--- config.mk ---
export PLATFORM = sky130hd
export DESIGN_NAME = usrt_tx_framer
export DESIGN_NICKNAME = d
export VERILOG_FILES = /design/src/rtl/usrt_tx_framer.sv
export SDC_FILE = /design/constraint.sdc
export NUM_CORES = 1
export LEC_CHECK = 0
export CORE_UTILIZATION = 45
export CTS_CLUSTER_SIZE = 20
export DETAILED_ROUTE_END_ITERATION = 8
export GPL_TIMING_DRIVEN = 0
export PLACE_DENSITY = 0.75
export SLEW_MARGIN = 20
export SYNTH_ARGS = -nofsm -noshare
export SYNTH_HDL_FRONTEND = slang
export SYNTH_SLANG_ARGS = --single-unit
export TNS_END_PERCENT = 10
--- constraint.sdc ---
create_clock -name pClk -period 3.36 [get_ports pClk]
set_input_delay 0.672 -clock pClk [delete_from_list [all_inputs] [get_ports pClk]]
set_output_delay 0.672 -clock pClk [all_outputs]
set_load 0.05 [all_outputs]
--- src/rtl/usrt_tx_framer.sv ---
// Transmit framer for the USRT: a small byte FIFO feeding a start/data/parity/stop
// shifter that emits one bit per baud_tick, LSB first, with no gap between queued frames.
module usrt_tx_framer #(
    parameter int FIFO_DEPTH = 4,
    parameter bit PARITY_EN  = 1'b1,
    parameter bit PARITY_ODD = 1'b0
) (
    input  logic                            pClk,
    input  logic                            pReset,
    input  logic                            wr_valid,
    input  logic [7:0]                      wr_data,
    output logic                            wr_ready,
    input  logic                            baud_tick,
    output logic                            tx,
    output logic                            busy,
    output logic [$clog2(FIFO_DEPTH+1)-1:0] fifo_level
);
    localparam int LW    = $clog2(FIFO_DEPTH + 1);
    localparam int PW    = $clog2(FIFO_DEPTH);
    localparam int NBITS = PARITY_EN ? 11 : 10;
    localparam logic [3:0]    LAST_BIT   = 4'(NBITS - 1);
    localparam logic [LW-1:0] FULL_LEVEL = LW'(FIFO_DEPTH);

    typedef enum logic [0:0] {
        IDLE  = 1'b0,
        SHIFT = 1'b1
    } state_t;

    logic [7:0]    fifoMem_r [FIFO_DEPTH];
    logic [PW-1:0] rdPtr_r;
    logic [PW-1:0] wrPtr_r;
    logic [LW-1:0] level_r;
    logic [LW-1:0] levelNext_s;
    logic          wrReady_r;
    state_t        state_r;
    logic [10:0]   shift_r;
    logic [3:0]    bitCnt_r;
    logic          tx_r;
    logic          busy_r;
    logic          pushReq_s;
    logic          popReq_s;
    logic          frameEnd_s;
    logic [10:0]   popFrame_s;

    function automatic logic parityOf(input logic [7:0] d);
        return (^d) ^ PARITY_ODD;
    endfunction

    // Without parity, bit 9 is the stop bit and bit 10 is never shifted out.
    function automatic logic [10:0] frameOf(input logic [7:0] d);
        logic pBit;
        pBit = PARITY_EN ? parityOf(d) : 1'b1;
        return {1'b1, pBit, d, 1'b0};
    endfunction

    // Push/pop qualification and the next FIFO occupancy.
    always_comb begin
        pushReq_s   = wr_valid && wrReady_r;
        frameEnd_s  = (state_r == SHIFT) && (bitCnt_r == LAST_BIT);
        popReq_s    = baud_tick && (level_r != '0) && ((state_r == IDLE) || frameEnd_s);
        popFrame_s  = frameOf(fifoMem_r[rdPtr_r]);
        levelNext_s = level_r;
        case ({pushReq_s, popReq_s})
            2'b10:   levelNext_s = level_r + LW'(1);
            2'b01:   levelNext_s = level_r - LW'(1);
            default: levelNext_s = level_r;
        endcase
    end

    // FIFO storage, pointers and the registered occupancy/ready flags.
    always_ff @(posedge pClk or posedge pReset) begin
        if (pReset) begin
            for (int i = 0; i < FIFO_DEPTH; i++) begin
                fifoMem_r[i] <= 8'h00;
            end
            rdPtr_r   <= '0;
            wrPtr_r   <= '0;
            level_r   <= '0;
            wrReady_r <= 1'b1;
        end else begin
            if (pushReq_s) begin
                fifoMem_r[wrPtr_r] <= wr_data;
                wrPtr_r            <= wrPtr_r + PW'(1);
            end
            if (popReq_s) begin
                rdPtr_r <= rdPtr_r + PW'(1);
            end
            level_r   <= levelNext_s;
            wrReady_r <= (levelNext_s != FULL_LEVEL);
        end
    end

    // Line state machine; shift_r[0] always holds the bit currently on tx.
    always_ff @(posedge pClk or posedge pReset) begin
        if (pReset) begin
            state_r  <= IDLE;
            shift_r  <= '1;
            bitCnt_r <= 4'd0;
            tx_r     <= 1'b1;
            busy_r   <= 1'b0;
        end else begin
            case (state_r)
                IDLE: begin
                    if (popReq_s) begin
                        shift_r  <= popFrame_s;
                        bitCnt_r <= 4'd0;
                        tx_r     <= 1'b0;
                        busy_r   <= 1'b1;
                        state_r  <= SHIFT;
                    end
                end
                SHIFT: begin
                    if (baud_tick) begin
                        if (bitCnt_r < LAST_BIT) begin
                            shift_r  <= {1'b1, shift_r[10:1]};
                            tx_r     <= shift_r[1];
                            bitCnt_r <= bitCnt_r + 4'd1;
                        end else if (popReq_s) begin
                            shift_r  <= popFrame_s;
                            bitCnt_r <= 4'd0;
                            tx_r     <= 1'b0;
                        end else begin
                            shift_r  <= '1;
                            bitCnt_r <= 4'd0;
                            tx_r     <= 1'b1;
                            busy_r   <= 1'b0;
                            state_r  <= IDLE;
                        end
                    end
                end
                default: begin
                    state_r  <= IDLE;
                    shift_r  <= '1;
                    bitCnt_r <= 4'd0;
                    tx_r     <= 1'b1;
                    busy_r   <= 1'b0;
                end
            endcase
        end
    end

    assign tx         = tx_r;
    assign busy       = busy_r;
    assign fifo_level = level_r;
    assign wr_ready   = wrReady_r;
endmodule

======== Yosys cells after proc, flatten, opt, wreduce, memory -nomap -nowiden ========
Cells that the tools add are included.
word-level totals
  bits in registers ....................... 58
  latch bits .............................. 0
  bits in writable memories ............... 0
  ROM bits ................................ 0
  input port bits ......................... 12
  memories ................................ 0
operators by class
  add/subtract/negate cells ............... 5
  multipliers ............................. 0
  divide/modulo/power cells ............... 0
  $lt $le $gt $ge ......................... 4
  equality and inequality tests ........... 8
  shift-type cells ........................ 0
  mux-type cells .......................... 30
  bitwise logic cells ..................... 3
  reductions and logical operators ........ 10
operators by type and width
  kind                 number
  $bwmux 32            1
  $mux 8               3
  $mux 11              2
  $pmux 11 s2          1
  $mux 10              2
  $bmux 8 s2           1
  $demux 8 s2          1
  $mux 4               3
  $mux 1               11
  $ne 2x2->1 const B   4
  $pmux 4 s2           1
  $reduce_xor 8->1     1
  $ge 3x3->1 const B   2
  $not 2->3            2
  $pmux 1 s2           3
  $pmux 3 s2           1
  $logic_and 1x1->1    5
  $add 2x1->2 const B  2
  $add 4x1->4 const B  1
  $eq 4x4->1 const B   1
  $lt 4x4->1 const B   1
  $reduce_and 4->1     1
  $add 3x1->3 const B  1
  $lt 3x1->1 const B   1
  other kinds (8)      8

======== Depth between registers and ports, before layout ========
Gate-level depths: netlist (run 1).
  word-level depth ........................ 9
  gate-level depth with buffers ........... 11
  depth with buffers taken out ............ 11

======== Least setup slack after synthesis (run 1) ========
Ideal clock, no wire load.
  path type ............................... register to register
  start point ............................. register level_r[0] (netlist: fifo_level[0])
  end point ............................... register wrReady_r (netlist: wr_ready)
  arrival time ............................ 2.212 ns
  slack ................................... 1.066 ns
  stages on the path, launching flop included .. 10
  buffers on the path ..................... 0
  path through ............................ dfrtp_1 > o31ai_1 > a21oi_1 > ha_1 > inv_1 > fa_1 > xor2_1 > nor2_1 > xor2_1 > nand2_1
between the ends
  cells in the longest elaborated chain, start to end .. 6
  elaborated cells on any way between the ends .. 9
ends and longest elaborated chain
  element                                   RTL line  source
  start: declaration                        32        logic [LW-1:0] level_r;
  start signal: assignment                  88        level_r <= levelNext_s;
  $reduce_bool 3->1 *                       60        popReq_s = baud_tick && (level_r != '0) && ((state_r == IDLE) || frameEnd_s);
  $logic_and 1x1->1 * (2 in a row)          60
  net popReq_s                              41        logic popReq_s;
  $eq 2x1->1 or $eq 2x2->1 (tied branches)  63        case ({pushReq_s, popReq_s})
  $pmux 3 s2 *                              63
  net levelNext_s[2]                        33        logic [LW-1:0] levelNext_s;
  $ne 3x3->1 *                              89        wrReady_r <= (levelNext_s != FULL_LEVEL);
  end signal: assignment                    89
  end: declaration                          34        logic wrReady_r;
The timed path passes the listed nets; every way through them passes the cells marked *.
A chain may end at the register's enable or synchronous reset.

======== Worst setup path after layout (run 1) ========
  start point ............................. input port baud_tick
  end point ............................... register wrReady_r (netlist: wr_ready)
between the ends
  cells in the longest elaborated chain, start to end .. 5
  elaborated cells on any way between the ends .. 6
ends and longest elaborated chain
  element                                   RTL line  source
  start: declaration                        13        input logic baud_tick,
  $logic_and 1x1->1 * (2 in a row)          60
  net popReq_s                              41
  $eq 2x1->1 or $eq 2x2->1 (tied branches)  63
  $pmux 3 s2 *                              63
  net levelNext_s[2]                        33
  $ne 3x3->1 *                              89
Marked as above.

==> results of run 1 <==
-- worst max-delay path by stage --
stage	cells after the start	from	endpoint	slack, ns
final	10	baud_tick	wr_ready$_DFF_PP1_	0.59
after global routing	10	baud_tick	wr_ready$_DFF_PP1_	0.43
after CTS	10	baud_tick	wr_ready$_DFF_PP1_	0.61
after detailed placement	10	baud_tick	wr_ready$_DFF_PP1_	0.28
after global placement	10	baud_tick	wr_ready$_DFF_PP1_	0.27
after floorplan	9	fifo_level[0]$_DFF_PP0_	wr_ready$_DFF_PP1_	1.07
-- final cells by class --
cell class | instances | area (um2) | share of cell area
Sequential cell | 56 | 1420 | 0.468
Clock buffer | 5 | 68.8 | 0.0227
Inverter | 7 | 28.8 | 0.00951
Multi-Input combinational cell | 129 | 1170 | 0.387
Clock inverter | 3 | 47.5 | 0.0157
Tap cell | 72 | 90.1 | 0.0298
Buffer | 9 | 45.0 | 0.0149
Timing Repair Buffer | 16 | 160 | 0.0529
-- flip-flops by register name, summed over array words and instances, names as in the netlist --
signal	cells
fifoMem_r	32
shift_r	9
bitCnt_r	4
fifo_level	3
rdPtr_r	2
wrPtr_r	2
busy	1
state_r	1
tx	1
wr_ready	1
-- worst min-delay path, delay by kind of cell, from the launching register on --
kind | cells | cell delay, ns
flops | 1 | 0.38
compound gates | 1 | 0.05
simple gates | 1 | 0.05
-- power by group --
group | total, uW | switching (uW) | leakage [uW] | internal [uW]
Clock | 448 | 223 | 0.0000583 | 225
Combinational | 1500 | 683 | 0.000553 | 814
Sequential | 1230 | 186 | 0.000648 | 1040
-- placed cells by master, fill, tap and decap left out, drive strengths merged, types with 2 or more instances in the layout --
cell and count:
dfrtp 45, mux2 33, nand2 19, o21ai 16, clkdlybuf4s50 16, dfstp 11
clkbuf 11, xnor2 9, a2bb2oi 8, mux4 8, ha 7, inv 7
nand3 4, xor2 4, nor2 3, buf 3, a21oi 2, o31ai 2
o21a 2, nor3b 2, a21o 2, clkinv 2
-- per-layer routing --
layer | track usage | vias to the layer above | wire length [um]
met3 | 0.0517 | 6 | 130
met4 | 0.0509 | 0 | 47
met1 | 0.207 | 804 | 2070
met2 | 0.261 | 18 | 2140
li1 | - | 767 | -
met5 | 0 | - | 0
-- kinds of logic (layout without fill, tap and decap cells) --
| logic type | count (synthesis) | in the layout | synth area share |
|---|---|---|---|
| and+or+nand+nor | 31 | 31 | 0.0518 |
| xor gates and xnor gates | 13 | 13 | 0.0485 |
| AOI/OAI and AO/OA | 36 | 36 | 0.0895 |
| muxes | 41 | 41 | 0.210 |
| buffers and inverters | 16 | 40 | 0.0268 |
| adders and majority gates | 8 | 8 | 0.0405 |
| DFF | 56 | 56 | 0.532 |
-- metrics by stage --
| stage | util | hold WS, ns | area [um2] |
|---|---|---|---|
| 5_1_grt | 0.540 | 0.486 | 3030 |
| 3_5_place_dp | 0.519 | 0.459 | 2910 |
| 6_report | 0.540 | 0.472 | 3030 |
| 2_1_floorplan | - | 0.448 | 2660 |
| 3_3_place_gp | 0.519 | 0.457 | 2910 |
| 4_1_cts | 0.540 | 0.474 | 3030 |
==> results.sh, run 1 <==
export IMPL_crit_top_cell="xor2_1"
export IMPL_min_from="shift_r[8]$_DFFE_PP1P_"
export IMPL_cap_viol_max_count=0
export IMPL_cp_max_fo=7
export IMPL_num_nets_final=244
export IMPL_ys_seq_area_frac=0.532
export IMPL_wl_per_cell_um=14.8
export IMPL_final_cell_count_no_fill=297
export IMPL_yosysTopAreaCell="dfrtp_1"
export IMPL_place_congestion=0.760
export IMPL_pin_count=18
export IMPL_yosys_warnings=0
export IMPL_r2r_start="bitCnt_r[0]$_DFFE_PP0P_"
export IMPL_relSlewSlack=0.554
export IMPL_async_reset_ff_frac=1.00
export IMPL_hp_class="reg -> reg"
export IMPL_crit_chain="clkdlybuf4s50_1 > o31ai_1 > a21oi_1 > ha_1 > inv_1 > fa_1 > xor2_1 > nor2_1 > xor2_1 > nand2_1"
export IMPL_synth_top_cells_by_area="dfrtp_1 (42%), mux2_2 (14%), dfstp_2 (11%)"
export IMPL_setup_ws_ns=0.588
export IMPL_hold_viol_final=0
export IMPL_n_antenna_cell=0
export IMPL_setup_violations=0
export IMPL_dr_total_vias=1595
export IMPL_synth_cell_area_um2=2660
export IMPL_ctsHoldBuffers=0
export IMPL_cts_resized=0
export IMPL_grt_overflow_total=0
export IMPL_postCtsSetupBuffers=0
export IMPL_end_kind="flip-flop"
export IMPL_startpoint_type="primary input"
export IMPL_fin_crit_sh=0.825
export IMPL_holdPathStages=2
export IMPL_p_leak_uw=0.00126
export IMPL_reg2reg_to="wr_ready$_DFF_PP1_"
export IMPL_p_per_area_nw_per_um2=1050
export IMPL_cts_tree="done"
export IMPL_core_area_um2=5610
export IMPL_drt_wl_total_mm=4.39
export IMPL_fp_row_count=27
export IMPL_drc=0
export IMPL_synth_flop_cell="dfrtp_1"
export IMPL_tns_ns=0
export IMPL_drv_slew=0
export IMPL_die_h_um=78.9
export IMPL_cpMaxStageDelayCell="clkdlybuf4s50_1"
export IMPL_fill_cells=512
export IMPL_hold_end="shift_r[8]$_DFFE_PP1P_"
export IMPL_reg2reg_slack_ns=0.86
export IMPL_ant_nets=0
export IMPL_synth_common_cells="dfrtp_1 (45), mux2_2 (33), nand2_1 (19)"
export IMPL_hpwl_mm=3.04
export IMPL_post_route_cells_drive_above_1_share=0.289
export IMPL_tightest_slew_ns=0.669
export IMPL_syn_area_per_cell_um2=13.2
export IMPL_fin_skew_ns=0.00643
export IMPL_synth_most_common_cell="dfrtp_1"
export IMPL_ys_ff_latch=56
export IMPL_die_area_um2=6220
export IMPL_pre_cts_slack_ns=0.279
export IMPL_status="complete, no violations"
export IMPL_synth_top_area_frac=0.424
export IMPL_syn_num_nets=221
export IMPL_clk_pin_slew_ns=0.09
export IMPL_reg2reg_depth=11
export IMPL_numCtsBuffers=5
export IMPL_fp_dieW_um=78.9
export IMPL_synthCells=201
export IMPL_path_class="in -> reg"
export IMPL_avgViaCountPerCell=5.37
export IMPL_crit_arrival_ns=3.02
export IMPL_design_power_total_uw=3170
export IMPL_start_util=0.474
export IMPL_synth_edff_count=0
export IMPL_antenna_found_initial=0
export IMPL_ys_types=32
export IMPL_clk_latency_ns=0.32
export IMPL_crit_family="buffers and inverters"
export IMPL_grt_max_degree=57
export IMPL_max_freq_mhz=361
export IMPL_area_growth_syn_to_layout_pct=13.9
export IMPL_grt_first_pass_wirelength_mm=7.59
export IMPL_rsz0062_at_grt="no"
export IMPL_grt_pass1_vias=1615
export IMPL_first_pass_iters=4
export IMPL_crit_buf_inv=2
export IMPL_grt_usage=0.162
export IMPL_htreeDepth=2
export IMPL_dp_cells=289
export IMPL_slowest_delay_ns=0.60
export IMPL_cts_sinks=56
export IMPL_cts_root_buf="clkbuf_8"
export IMPL_required_ns=3.60
export IMPL_ir_drop_mv=0.482
export IMPL_portBuffers=16
export IMPL_drtIter0Drc=64
export IMPL_min_period_ns=2.77
export IMPL_clockBufferDepth=2
(Power assumes the default switching activity.)
==> run 2, diff against run 1 <==
- clock period: 3.36 -> 2.85 ns (I/O delays scaled with it)
==> results of run 2 <==
Same layout as run 1 (identical final DEF). Status: complete, no violations.
Among the figures that moved: setup slack after placement 0.279 ns -> -0.129 ns; setup slack after layout 0.588 ns -> 0.180 ns; register-to-register setup slack 0.86 ns -> 0.35 ns; total power 3170 uW -> 3740 uW; worst IR drop on VDD 0.482 mV -> 0.568 mV
